**src/rtl/risc5_pkg.sv**
```systemverilog
// Shared definitions for the RAM arbiter: bus widths and the arbiter
// FSM state encoding.
package risc5_pkg;

    localparam int ADDR_W = 22;
    localparam int DATA_W = 32;

    typedef enum logic [1:0] {
        IDLE = 2'd0,
        CPU  = 2'd1,
        VID  = 2'd2
    } arb_state_t;

endpackage

```
**src/rtl/ram_arb_tmo.sv**
```systemverilog
// arb_tmo: watchdog for a RAM grant. Down-counter reloaded on every ack and
// whenever no grant is active; `expire` flags the TMO_CYCLES-th strobe cycle
// without an ack. Only instantiated when RAM_ARB_TIMEOUT_EN is defined.
module arb_tmo #(
    parameter int TMO_CYCLES = 255
) (
    input  logic clk,
    input  logic rst_n,
    input  logic run,
    input  logic ack,
    output logic expire
);

    localparam int CNT_W = $clog2(TMO_CYCLES + 1);
    localparam logic [CNT_W-1:0] RELOAD = CNT_W'(TMO_CYCLES - 1);

    logic [CNT_W-1:0] cnt;

    // Terminal count reached in a strobe cycle that carries no real ack.
    assign expire = run && !ack && (cnt == '0);

    // Count down while a grant waits; reload when idle, acked or expired.
    always_ff @(posedge clk or negedge rst_n) begin
        if (!rst_n) begin
            cnt <= RELOAD;
        end else if (!run || ack || expire) begin
            cnt <= RELOAD;
        end else begin
            cnt <= cnt - 1'b1;
        end
    end

endmodule

```
**src/rtl/ram_arb.sv**
```systemverilog
// ram_arb: shares the single RAM slave port between the CPU (single
// accesses) and the video refresh master (fixed-length read bursts).
// Video has priority, but after every burst the CPU is owed one slot.
// Each grant returns to IDLE for one bubble cycle.
// Optional feature: define RAM_ARB_TIMEOUT_EN to build the ack watchdog
// (arb_tmo) and the sticky tmo_err flag; otherwise tmo_err is tied low.
module ram_arb
    import risc5_pkg::*;
#(
    parameter int BURST      = 8,
    parameter int TMO_CYCLES = 255
) (
    input  logic              clk,
    input  logic              rst_n,
    input  logic              cpu_stb,
    input  logic              cpu_we,
    input  logic [ADDR_W-1:0] cpu_addr,
    input  logic [DATA_W-1:0] cpu_din,
    output logic [DATA_W-1:0] cpu_dout,
    output logic              cpu_ack,
    input  logic              vid_stb,
    input  logic [ADDR_W-1:0] vid_addr,
    output logic [DATA_W-1:0] vid_dout,
    output logic              vid_ack,
    output logic              ram_stb,
    output logic              ram_we,
    output logic [ADDR_W-1:0] ram_addr,
    output logic [DATA_W-1:0] ram_din,
    input  logic [DATA_W-1:0] ram_dout,
    input  logic              ram_ack,
    output logic              tmo_err
);

    localparam int BEAT_W = $clog2(BURST);
    localparam int BASE_W = ADDR_W - BEAT_W;
    localparam logic [BEAT_W-1:0] BEAT_LAST = BEAT_W'(BURST - 1);

    arb_state_t        state;
    logic              ram_stb_q;
    logic [BEAT_W-1:0] beat;
    logic [BASE_W-1:0] base;
    logic              cpu_owed;
    logic              tmo_hit;
    logic              done;
    logic [DATA_W-1:0] rd_data;

    // Low address bits of a burst request are replaced by the beat counter.
    logic unused_vid_low;
    assign unused_vid_low = ^vid_addr[BEAT_W-1:0];

`ifdef RAM_ARB_TIMEOUT_EN
    logic tmo_err_q;

    arb_tmo #(
        .TMO_CYCLES(TMO_CYCLES)
    ) u_tmo (
        .clk    (clk),
        .rst_n  (rst_n),
        .run    (state != IDLE),
        .ack    (ram_ack),
        .expire (tmo_hit)
    );

    // Sticky error: once a grant has timed out it stays flagged until reset.
    always_ff @(posedge clk or negedge rst_n) begin
        if (!rst_n) begin
            tmo_err_q <= 1'b0;
        end else if (tmo_hit) begin
            tmo_err_q <= 1'b1;
        end
    end

    assign tmo_err = tmo_err_q;
`else
    // Keeps the parameter referenced when no watchdog is built.
    localparam int unused_tmo_cycles = TMO_CYCLES;

    assign tmo_hit = 1'b0;
    assign tmo_err = 1'b0;
`endif

    // A grant finishes a word on a real ack or on a watchdog expiry.
    assign done = ram_ack || tmo_hit;

    // Grant sequencing: priority, burst beat counting and the owed CPU slot.
    always_ff @(posedge clk or negedge rst_n) begin
        if (!rst_n) begin
            state     <= IDLE;
            ram_stb_q <= 1'b0;
            beat      <= '0;
            base      <= '0;
            cpu_owed  <= 1'b0;
        end else begin
            case (state)
                IDLE: begin
                    // Video wins unless the CPU is owed a slot and actually
                    // asking for it; an unclaimed owed slot does not block video.
                    if (vid_stb && (!cpu_owed || !cpu_stb)) begin
                        state     <= VID;
                        ram_stb_q <= 1'b1;
                        beat      <= '0;
                        base      <= vid_addr[ADDR_W-1:BEAT_W];
                    end else if (cpu_stb) begin
                        state     <= CPU;
                        ram_stb_q <= 1'b1;
                        cpu_owed  <= 1'b0;
                    end
                end
                CPU: begin
                    if (done) begin
                        state     <= IDLE;
                        ram_stb_q <= 1'b0;
                    end
                end
                VID: begin
                    if (done) begin
                        beat <= beat + 1'b1;
                        if (beat == BEAT_LAST) begin
                            state     <= IDLE;
                            ram_stb_q <= 1'b0;
                            cpu_owed  <= 1'b1;
                        end
                    end
                end
                default: begin
                    state     <= IDLE;
                    ram_stb_q <= 1'b0;
                end
            endcase
        end
    end

    assign ram_stb = ram_stb_q;

    // A timed-out word returns zero rather than whatever the bus floats to.
    assign rd_data  = tmo_hit ? '0 : ram_dout;
    assign cpu_dout = rd_data;
    assign vid_dout = rd_data;

    // RAM request mux and ack routing to the granted master only.
    always_comb begin
        ram_we   = 1'b0;
        ram_addr = '0;
        ram_din  = '0;
        cpu_ack  = 1'b0;
        vid_ack  = 1'b0;
        case (state)
            CPU: begin
                ram_we   = cpu_we;
                ram_addr = cpu_addr;
                ram_din  = cpu_din;
                cpu_ack  = done;
            end
            VID: begin
                ram_addr = {base, beat};
                vid_ack  = done;
            end
            default: begin
                ram_we = 1'b0;
            end
        endcase
    end

endmodule

```
**config.mk**
```make
export PLATFORM = sky130hd
export DESIGN_NAME = ram_arb
export DESIGN_NICKNAME = d
export VERILOG_FILES = /design/src/rtl/risc5_pkg.sv /design/src/rtl/ram_arb_tmo.sv /design/src/rtl/ram_arb.sv
export SDC_FILE = /design/constraint.sdc
export NUM_CORES = 1
export LEC_CHECK = 0
export ABC_AREA = 1
export BUFFER_PORTS_ARGS = -buffer_cell sky130_fd_sc_hd__buf_2
export CAP_MARGIN = 20
export CELL_PAD_IN_SITES_DETAIL_PLACEMENT = 2
export CELL_PAD_IN_SITES_GLOBAL_PLACEMENT = 2
export CORE_MARGIN = 2
export CORE_UTILIZATION = 17
export CTS_CLUSTER_DIAMETER = 80
export DETAILED_ROUTE_END_ITERATION = 8
export MAX_ROUTING_LAYER = met4
export PLACE_DENSITY_LB_ADDON = 0.1
export SYNTH_ARGS = -nofsm -noshare
export SYNTH_HDL_FRONTEND = slang
export SYNTH_SLANG_ARGS = --single-unit
```
**constraint.sdc**
```tcl
create_clock -name clk -period 4.05 [get_ports clk]
set_clock_uncertainty 0.2 [all_clocks]
set_input_delay 0.6075 -clock clk [delete_from_list [all_inputs] [get_ports clk]]
set_output_delay 0.6075 -clock clk [all_outputs]
set_load 0.1 [all_outputs]
```
After elaboration in Yosys (flattened, before gate mapping)

Cells that the tools add are included.

Bits in latches: 0
Word-level logic and storage cells: 51
Memory bits (writable): 0
Bits of input ports: 114
Bits in registers: 26
Memories: 0
Bits in read-only memories: 0
Output and inout bits: 123

Add/sub/neg operators: 1
Muxes and demuxes: 25
Bitwise operators: 0
Eq/ne operators: 10
Order comparisons: 0
Div/mod/pow operators: 0
Multipliers: 0
Shifts and indexed selects: 0
Reduce and logical (&&, ||, !) cells: 10

Operators with widths:

| cell                                                                   | number |
|---|---|
| 22-bit one-hot mux with 2 select lines                                 | 1 |
| 32-bit two-way mux                                                     | 1 |
| 1-bit two-way mux                                                      | 12 |
| 2-bit != test (second input constant)                                  | 6 |
| 2-bit two-way mux                                                      | 5 |
| 3-bit two-way mux                                                      | 2 |
| 2-bit one-hot mux with 3 select lines                                  | 1 |
| 3-bit one-hot mux with 2 select lines                                  | 1 |
| 5-bit AND reduction                                                    | 1 |
| 4-bit AND reduction                                                    | 1 |
| 3-bit by 1-bit adder with 3-bit output (second input constant)         | 1 |
| 3-bit equality test (second input constant)                            | 1 |
| 3-bit != test (second input constant)                                  | 1 |
| 1-bit one-hot mux with 3 select lines                                  | 1 |
| 3-bit AND reduction                                                    | 1 |
| 2-bit by 1-bit equality test with 1-bit output (second input constant) | 1 |
| 2-bit equality test (second input constant)                            | 1 |
| 1-bit logical NOT                                                      | 2 |
| 2-bit logical NOT                                                      | 1 |
| 1-bit one-hot mux with 2 select lines                                  | 1 |
| 2-bit AND reduction                                                    | 1 |
| 2-bit nonzero test                                                     | 1 |
| 1-bit logical AND                                                      | 1 |
| 1-bit logical OR                                                       | 1 |

Depth between registers and ports, before layout

Word-level depth: 5
Depth in mapped cells: 8

Least setup slack after synthesis

No wires, ideal clock.

Kind: reg-to-output
Start: register state[1]
End: output port ram_addr[11]
Cell stages (with the launch flop): 7
Data arrival time: 2.463 ns
Setup slack: 0.780 ns
Cell sequence: dfrtp_1 inv_1 ha_1 buf_4 buf_4 nand2_1 a21oi_1

Longest elaborated chain between the ends: 2
Elaborated cells between the ends (all ways): 3
Those cells by class: 2 x eq/ne; 1 x mux

Ends and longest elaborated chain:

| what                                                                                         | RTL line       | text |
|---|---|---|
| start: declaration                                                                           | ram_arb.sv:38  | `arb_state_t state;` |
| start signal: assignment                                                                     | ram_arb.sv:88  | `state <= IDLE;` |
| start signal: assignment                                                                     | ram_arb.sv:99  | `state <= VID;` |
| start signal: assignment                                                                     | ram_arb.sv:104 | `state <= CPU;` |
| 2-bit equality test / 2-bit by 1-bit equality test with 1-bit output (equally long branches) | ram_arb.sv:147 | `case (state)` |
| 22-bit one-hot mux with 2 select lines *                                                     | ram_arb.sv:147 |  |
| end: declaration                                                                             | ram_arb.sv:27  | `output logic [ADDR_W-1:0] ram_addr,` |

Mark *: on every way between the ends. The rest lies on a longest branch, timed or not.

Worst setup path after layout

Start: register state[1]
End: output port ram_addr[4]

The elaborated chain is that of the path after synthesis.

==> metrics.md <==
| Metric | Value |
|---|---|
| Share of flip-flops with an asynchronous set or reset after synthesis | `100%` |
| Final total power | `0.00252 W` |
| Buffers on Ports | `136` |
| Power density over cell area | `938 nW/um^2` |
| DR WL/cell | `13.4 microns` |
| Stages on worst setup path | `6` |
| Ratio of cells with drive above 1 in the final layout | `36.0%` |
| Via Count | `2,253` |
| DRC | `0` |
| Iter 0 DRT Violations | `39` |
| P_leak | `1.74 nW` |
| Cell with the largest stage delay on the worst path | `ha_2` |
| Clock slew seen by the registers of the worst setup and hold paths | `70 ps` |
| Critical path capture point | `ram_addr[4]` |
| Number of buffers added for setup after CTS | `0` |
| Footprint of the flip-flops and latches | `651 sq um` |
| Hold/Removal Path Class | `in -> async` |
| Clock Sinks | `26` |
| Synth area leader | `dfrtp_1` |
| Number of max-capacitance violations reported | `0` |
| Final Slew Violations | `0` |
| Post-Synthesis Cell Area | `2270 sq um` |
| FF-to-FF path depth | `8` |
| Worst EP arrival | `2350 ps` |
| CP peak stage delay | `600 ps` |
| Worst setup path category | `reg -> out` |
| Area growth from synthesis to layout | `18.5%` |
| Crit. End Element | `primary output` |
| Startpoint of the worst-slack reg-to-reg timing path | `state[0]` |
| Hold-fix buffers at CTS | `0` |
| Internal power | `0.000812 W` |
| Synth Warn # | `0` |
| Worst path top cell family by delay | `buffers and inverters` |
| Cell at the root of the clock tree | `clkbuf_16` |
| Number of cells in the finished layout apart from fillers | `588` |
| First element of the critical path | `state[1]` |
| Global placer's final weighted congestion | `0.677` |
| Grt total ovfl | `0` |
| Post-detailed-routing wire length | `7900 microns` |
| Number of instances in the synthesized netlist | `347` |
| Required time at the endpoint of the critical path | `3240 ps` |
| Net count of the finished layout | `533` |
| Buffers & Inverters on Critical Path | `3` |
| Overall die width | `120 microns` |
| Sequential fraction of design power | `17.7%` |
| Setup repair after global routing missed its margin | `no` |
| Pre-CTS worst setup slack | `1070 ps` |
| Via count of the first global-routing pass | `2,454` |
| Slew HR | `44.9%` |
| H-tree levels | `1` |
| Most instantiated library cell after synthesis | `nand2_1` |
| Sum of negative setup slack | `0 ps` |
| # placed instances | `584` |
| Fillers | `1,621` |
| Maximum buffer depth of the clock tree | `2` |
| Quantity of gates resized following cts | `0` |
| Share of the synthesized area in the top cell type | `28.7%` |
| Die Height | `120 microns` |
| Wire length of the first global-routing pass | `12,700 microns` |
| Number of routed nets with antenna violations | `0` |
| Endpoint of the most critical register-to-register path | `beat[2]` |
| Count of endpoints failing hold in the final timing report | `0` |
| Clock latency at the later pin of the worst-skew pair | `260 ps` |
| Peak VDD IR | `189 uV` |
| Achievable clock frequency | `317 MHz` |
| Seq/Total Area, Yosys | `28.7%` |
| Number of primary I/O pins | `237` |
| NetSw | `0.00171 W` |
| Combinational share of power | `73.3%` |
| Placed wire-length estimate | `6270 microns` |
| Number of unique standard cell types used by synthesis | `20` |
| Synthesis-stage register bit count | `26` |
| Worst Slack Setup Final | `895 ps` |
| Post-synth EDFFs | `0` |
| Antenna violations before repair | `0` |
| Minimum setup slack among reg-to-reg paths | `2200 ps` |
| Total global routing track utilization | `11.4%` |
| Number of placement rows | `42` |
| Maximum number of pins on one net before global-route repair | `30` |
| Share of the clock period used by the worst path after layout | `77.9%` |
| Number of iterations in the first detailed-routing pass | `4` |
| Total core area | `13,100 sq um` |
| Final setup violation count | `0` |
| Clock network power share | `9.0%` |
| Starting density of the core | `17.3%` |
| Slew @ Worst Pin | `825 ps` |
| Outcome | `finished, final reports clean` |
| Clock tree from TritonCTS | `yes` |
| Die area | `14,300 sq um` |
| Maximum fanout along the worst path | `29` |
| Post-route core utilization | `20.5%` |
| Multi-input gate area in the final layout | `865 sq um` |
| Cells along the critical path | `inv_1 > ha_2 > buf_4 > nand2_1 > a21oi_1 > buf_2` |
| Routed vias/inst | `3.83` |
| Most common flop cell mapped by yosys | `dfrtp_1` |
| Cells taking the most area after synthesis | `dfrtp_1 29%, nand2_1 25%, buf_4 23%` |
| Final min period | `3160 ps` |
| Mean post-synth cell area | `6.54 sq um` |
| Switching fraction of total power | `67.8%` |
| Worst setup SP type | `flop` |
| Synthesized net count | `467` |
| Number of clock buffers inserted by TritonCTS | `3` |
| Most numerous cell types in the synthesized netlist | `154 x nand2_1, 70 x buf_4, 42 x inv_1, 26 x dfrtp_1, 22 x a21oi_1` |
==> worst reg2reg max path, delay by kind of cell, from the launching register on <==
kind	cells	cell delay (ps)
flip-flops	1	410
AO/OA/AOI/OAI	2	140
buffers and inverters	2	350
adder cells (fa/ha/maj)	1	290
AND/OR/NAND/NOR	3	340
==> layout make-up <==
type,instances,area share (%)
Clock buffer,3,2.79
Sequential cell,26,24.2
Multi-Input combinational cell,199,32.1
Tap cell,176,8.19
Inverter,43,6.19
Antenna cell,1,0.0930
Timing Repair Buffer,140,26.4
==> sequential cells by signal, indices dropped and copies added, names as in the netlist <==
name,flops
base,19
beat,3
state,2
cpu_owed,1
ram_stb,1
==> power by group through the flow <==
stage,registers (W),logic (W),clock network (W)
after floorplan,0.000468,0.00183,0
after global placement,0.000450,0.00188,0
after detailed placement,0.000453,0.00190,0
after CTS,0.000450,0.00190,0.000240
after global routing,0.000465,0.00201,0.000242
final,0.000447,0.00185,0.000227
==> logic make-up (layout without fill, tap and decap cells) <==
logic type	Yosys count	in the layout	synth area share, %
DFF	26	26	28.7
buffers and inverters	122	186	33.4
other	1	2	0.165
adders and majority gates	6	6	3.31
AOI/OAI and AO/OA	29	29	6.39
and+or+nand+nor	163	163	28.1
==> layout by cell type (no fill, tap or decap) <==
cell type,n
nand4_1,1
nand2_2,1
o21ai_0,2
o21ai_1,5
buf_4,4
conb_1,1
inv_6,1
ha_1,5
clkbuf_16,3
nand3_1,1
nand3_4,1
ha_2,1
inv_1,42
nor2_1,4
nand3_2,1
a21oi_1,22
buf_2,136
dfrtp_1,26
nand2_1,154
diode_2,1
==> through the flow <==
stage          cell area [sq um]  hold WS [ps]
2_1_floorplan               2270           112
3_3_place_gp                2610           265
3_5_place_dp                2610           268
4_1_cts                     2690           210
5_1_grt                     2690           238
6_report                    2690           171
==> how the worst min path moves through the flow <==
| stage | cells after the start | slack, ps | start | to |
|---|---|---|---|---|
| floorplan | 0 | 110 | rst_n | base[0] |
| global placement | 2 | 270 | base[6] | base[6] |
| detailed placement | 2 | 270 | base[2] | base[2] |
| CTS | 1 | 210 | rst_n | base[16] |
| global route | 1 | 240 | rst_n | base[17] |
| finish | 1 | 170 | rst_n | base[0] |
==> metal layers <==
| layer | part of all wire [%] | track usage [%] |
|---|---|---|
| met1 | 42 | 13.3 |
| met2 | 47 | 19.9 |
| met3 | 10 | 3.47 |
| met4 | 0.32 | 1.76 |
| met5 | 0 | - |
No activity file was read; power rests on OpenSTA's default activity.
